`src/rtl/logic_op_pipeline.sv`:
```
// ---------------------------------------------------------------------------
// logic_op_pipeline
//   Bitwise logic unit (AND / OR / XOR / XNOR) on two WIDTH-bit operands with
//   three result views:
//     y_comb  - combinational op(a,b) of the live inputs
//     y_pipe  - STAGES-deep valid/ready pipelined result (global stall)
//     y_hold  - per-bit hold register, bit i loads b[i] where a[i]=1 on accept
//   plus a saturating count of output transfers.
//
// Ports
//   clk, rst           rising-edge clock, synchronous active-high reset
//   in_valid/in_ready  producer handshake for a/b/op
//   a, b, op           operands and operation (00 AND, 01 OR, 10 XOR, 11 XNOR)
//   y_comb             combinational result
//   out_valid/out_ready consumer handshake for y_pipe
//   y_pipe             pipelined result
//   y_hold             hold register
//   xfer_count         saturating output-transfer count
// ---------------------------------------------------------------------------

// One bit lane: combinational op plus its hold bit.
module logic_op_lane (
   input  logic       clk,
   input  logic       rst,
   input  logic       a_i,
   input  logic       b_i,
   input  logic [1:0] op_i,
   input  logic       acc_i,
   output logic       y_o,
   output logic       hold_o
);
   logic hold_q, hold_d;

   always_comb begin
      y_o = 1'b0;
      case (op_i)
         2'b00:   y_o = a_i & b_i;
         2'b01:   y_o = a_i | b_i;
         2'b10:   y_o = a_i ^ b_i;
         default: y_o = ~(a_i ^ b_i);
      endcase
   end

   // a doubles as the per-bit load enable; b supplies the data.
   always_comb begin
      hold_d = hold_q;
      if (acc_i && a_i) hold_d = b_i;
   end

   always_ff @(posedge clk) begin
      if (rst) hold_q <= 1'b0;
      else     hold_q <= hold_d;
   end

   assign hold_o = hold_q;
endmodule

module logic_op_pipeline #(
   parameter int WIDTH   = 8,
   parameter int STAGES  = 2,
   parameter int COUNT_W = 16
) (
   input  logic               clk,
   input  logic               rst,
   input  logic               in_valid,
   output logic               in_ready,
   input  logic [WIDTH-1:0]   a,
   input  logic [WIDTH-1:0]   b,
   input  logic [1:0]         op,
   output logic [WIDTH-1:0]   y_comb,
   output logic               out_valid,
   input  logic               out_ready,
   output logic [WIDTH-1:0]   y_pipe,
   output logic [WIDTH-1:0]   y_hold,
   output logic [COUNT_W-1:0] xfer_count
);

   generate
      if (STAGES < 1 || STAGES > 4) begin : g_bad_stages
         $error("logic_op_pipeline: STAGES must be 1..4");
      end
   endgenerate

   logic advance, accept, xfer;

   // Whole pipeline moves as one; an empty output slot or a taking consumer
   // lets every stage shift, bubbles included.
   assign advance  = !out_valid || out_ready;
   assign in_ready = advance;
   assign accept   = in_valid && advance;
   assign xfer     = out_valid && out_ready;

   // Per-bit lanes
   genvar gi;
   generate
      for (gi = 0; gi < WIDTH; gi++) begin : g_lane
         logic_op_lane u_lane (
            .clk    (clk),
            .rst    (rst),
            .a_i    (a[gi]),
            .b_i    (b[gi]),
            .op_i   (op),
            .acc_i  (accept),
            .y_o    (y_comb[gi]),
            .hold_o (y_hold[gi])
         );
      end
   endgenerate

   // Pipeline: stage 1 is fed from the input, stage STAGES drives the output.
   logic [STAGES:1]            vld_pipe_q, vld_pipe_d;
   logic [STAGES:1][WIDTH-1:0] dat_pipe_q, dat_pipe_d;

   always_comb begin
      vld_pipe_d = vld_pipe_q;
      dat_pipe_d = dat_pipe_q;
      if (advance) begin
         vld_pipe_d[1] = in_valid;
         dat_pipe_d[1] = y_comb;
         for (int s = 2; s <= STAGES; s++) begin
            vld_pipe_d[s] = vld_pipe_q[s-1];
            dat_pipe_d[s] = dat_pipe_q[s-1];
         end
      end
   end

   always_ff @(posedge clk) begin
      if (rst) begin
         vld_pipe_q <= '0;
         dat_pipe_q <= '0;
      end else begin
         vld_pipe_q <= vld_pipe_d;
         dat_pipe_q <= dat_pipe_d;
      end
   end

   assign out_valid = vld_pipe_q[STAGES];
   assign y_pipe    = dat_pipe_q[STAGES];

   // Saturating transfer counter; holds at all-ones instead of wrapping.
   logic [COUNT_W-1:0] cnt_q, cnt_d;

   always_comb begin
      cnt_d = cnt_q;
      if (xfer && (cnt_q != {COUNT_W{1'b1}})) cnt_d = cnt_q + COUNT_W'(1);
   end

   always_ff @(posedge clk) begin
      if (rst) cnt_q <= '0;
      else     cnt_q <= cnt_d;
   end

   assign xfer_count = cnt_q;

endmodule

```
`config.mk`:
```
export PLATFORM = sky130hd
export DESIGN_NAME = logic_op_pipeline
export DESIGN_NICKNAME = d
export VERILOG_FILES = /design/src/rtl/logic_op_pipeline.sv
export SDC_FILE = /design/constraint.sdc
export NUM_CORES = 1
export LEC_CHECK = 0
export BUFFER_PORTS_ARGS = -buffer_cell sky130_fd_sc_hd__buf_2
export CORE_MARGIN = 2
export CORE_UTILIZATION = 52
export CTS_CLUSTER_SIZE = 40
export DETAILED_ROUTE_END_ITERATION = 8
export PLACE_DENSITY = 0.83
export RECOVER_POWER = 25
export SYNTH_ARGS = -nofsm -noshare
export SYNTH_HDL_FRONTEND = slang
export SYNTH_HIERARCHICAL = 1
export SYNTH_SLANG_ARGS = --single-unit
```
`constraint.sdc`:
```
create_clock -name clk -period 2 [get_ports clk]
set_input_delay 0.1 -clock clk [delete_from_list [all_inputs] [get_ports clk]]
set_output_delay 0.1 -clock clk [all_outputs]
set_load 0.005 [all_outputs]
```
==> run metrics <==
worst-margin pin slew between 500 and 600 ps; Worst EP arrival roughly 2000 ps; Required @ worst endpoint around 2200 ps; Final period util 0.890; CTS resizes 0; setup violators final 0; max-capacitance violation count 0; vias per inst roughly 5.2; commonest cells in the netlist 70 x nand2_1, 42 x dfxtp_1, 36 x a21oi_1, 20 x inv_1, 17 x ha_1; Netlist cell types 38; sequential area share after synthesis 0.361; clock slew at reported path FFs 80 ps; share of layout cells above drive strength 1 0.221; Clock Tree Buf Depth 2; Clk pwr share 0.310; post-route cell area 2700 um2; clk sinks 42; LEAKAGE 1.20 nW; diode count 0; Synth area leaders dfxtp_1 36%, nand2_1 11%, ha_1 9.1%; max_slew headroom 0.646; Final Critical Period about 1800 ps; I/O pin cnt 64; CP Max Fanout 10; Synth Register Bits 42; power per cell area around 620 nW/um2; sw frac 0.268; PortBufs between 60 and 70; DP Wirelength around 3700 um; synthesized area per cell 7.81 um2; Site Rows 24; Yosys warnings 6; count leader, synth nand2_1; Psw 0.448 mW; Adder-Cell Fraction of Synth Area 0.0914; Reg power frac 0.533; Hold Vio Cnt, Final 0; Area Overhead vs Synth 16.2%; clock root buffer clkbuf_8; Final GP Congestion roughly 0.8; Post-Layout Cell Count a little over 400; post-synth top area cell dfxtp_1; synthesized cell area 2330 um2; xor-xnor portion of the synthesized cell area 0.0301; drc violations 0; CTS H-tree lvls 2; Clock Latency Late Sink approximately 290 ps; placed insts around 400; Core Util, Final 0.625; largest net degree at the start of global routing 25; Post-DP Area about 2600 um2; GRT Overall Usage 0.209; Post-Route WL slightly below 5000 um; Synth Flop Type dfxtp_1; Post-CTS Setup Bufs 0; Int Pwr around 1.2 mW; CTS tree done; largest family of logic cells by synthesized area simple AND/OR/NAND/NOR gates; DRT antenna net count 0; Multi-input gate area roughly 1300 um2; Routed WL per cell 12.1 um; Die Area approximately 5000 um2; skew final 6.84 ps; Hold Path Class in -> reg; CP Capture Type register; cell count after synthesis 298; Core Region 4320 um2; CTS Buf Count 5; Syn Nets about 340; initial antenna violation count 0; share of the synthesized area in the top cell type 0.361; Final TNS setup 0 ps; logic gate share of total power 0.157; total number of vias about 2,100; Final Max Tran Viols 0; Synth Area in Compound Gates 0.158; FF+latch area approximately 840 um2; RSZ-0062 raised after global routing false; number of global-route vias before repair 1,985; Initial DRT Pass Iterations 4; Post-Synth Simple-Gate Area 0.256; maximum operating frequency roughly 560 MHz; Max VDD drop around 380 uV; fillers between 300 and 400; Nets around 400; crit path launch type register; gr ovfl total 0; critical setup path kind reg -> reg; Die X just over 70 um; first-pass GRT wire length ~8500 um; cts hold-fix bufs 0; post-synthesis mux area share 0.0188; Post-synth EDFFs 0; Initial Util 0.538; drt initial violations between 100 and 150; Die H approximately 70 um; async set-reset flop share out of synthesis 0; run status finished clean
==> state kept, by name, summed over array words and instances (netlist names) <==
signal and flops:
xfer_count 16, dat_pipe_q 8, g_lane.u_lane/hold_o 8, y_pipe 8, vld_pipe_q 2
==> metrics by stage <==
step                      worst slack, ps  power (mW)  hold WS [ps]
after CTS                             221        1.69          69.8
after global routing                 15.5        1.76          79.0
after detailed placement              227        1.17           381
final                                 221        1.67          73.9
after global placement                301        1.16           378
after floorplan                       331        1.07           169
==> per-layer routing <==
metal / vias up / wire length [um] / part of all wire / GRT usage
li1: 1116 / - / - / -
met1: 962 / 2340 / 0.47 / 0.254
met2: 58 / 2280 / 0.46 / 0.354
met3: 6 / 273 / 0.055 / 0.0613
met4: 0 / 55 / 0.011 / 0.0692
met5: - / 0 / 0 / 0
==> cells in the final DEF (no fill, tap or decap), drive strengths merged, types with 3 or more instances in the layout <==
cell	count
xor2	7
nand2	70
dfxtp	42
nand4	5
nor3	3
a21oi	36
or3	4
nand3	12
mux2	3
buf	60
inv	20
clkbuf	17
o21ai	17
or4	6
o31ai	6
nor2	8
ha	17
nor2b	6
==> power by group through the flow <==
stage          registers [mW]  logic, mW  clock network, mW
6_report                0.891      0.263              0.518
5_1_grt                 0.895      0.300              0.562
4_1_cts                 0.891      0.267              0.528
3_5_place_dp            0.910      0.265                  0
3_3_place_gp            0.909      0.254                  0
2_1_floorplan           0.908      0.165                  0
==> final cells by class <==
class | instances | share of cell area
tap | 52 | 0.0241
sequential | 42 | 0.311
clock buffer | 7 | 0.0282
timing repair buffer | 70 | 0.131
inverter | 21 | 0.0292
multi-input combinational | 218 | 0.476
==> cell families after synthesis <==
| kind of cell | after synthesis |
|---|---|
| mux | 4 |
| simple gates | 126 |
| flops | 42 |
| fa+ha+maj | 17 |
| buf+inv | 38 |
| compound gates | 63 |
| xor+xnor | 8 |
==> critical path, cell delays in order (launching register included) <==
cell	delay (ps)
dfxtp_1	380
ha_1	210
inv_1	50
nor4_1	440
buf_4	240
nor3b_1	60
mux2_2	280
==> worst paths after layout <==
check / from / end / slack, ps / cells after the start
worst max-delay path: xfer_count[0] / xfer_count[11] / 220 / 6
worst min register to register: y_pipe[6] / y_pipe[6] / 450 / 2
worst min-delay path: b[4] / g_lane[4].u_lane/hold_o / 70 / 3
worst max register to register: xfer_count[0] / xfer_count[11] / 220 / 6
(Power assumes the default switching activity.)
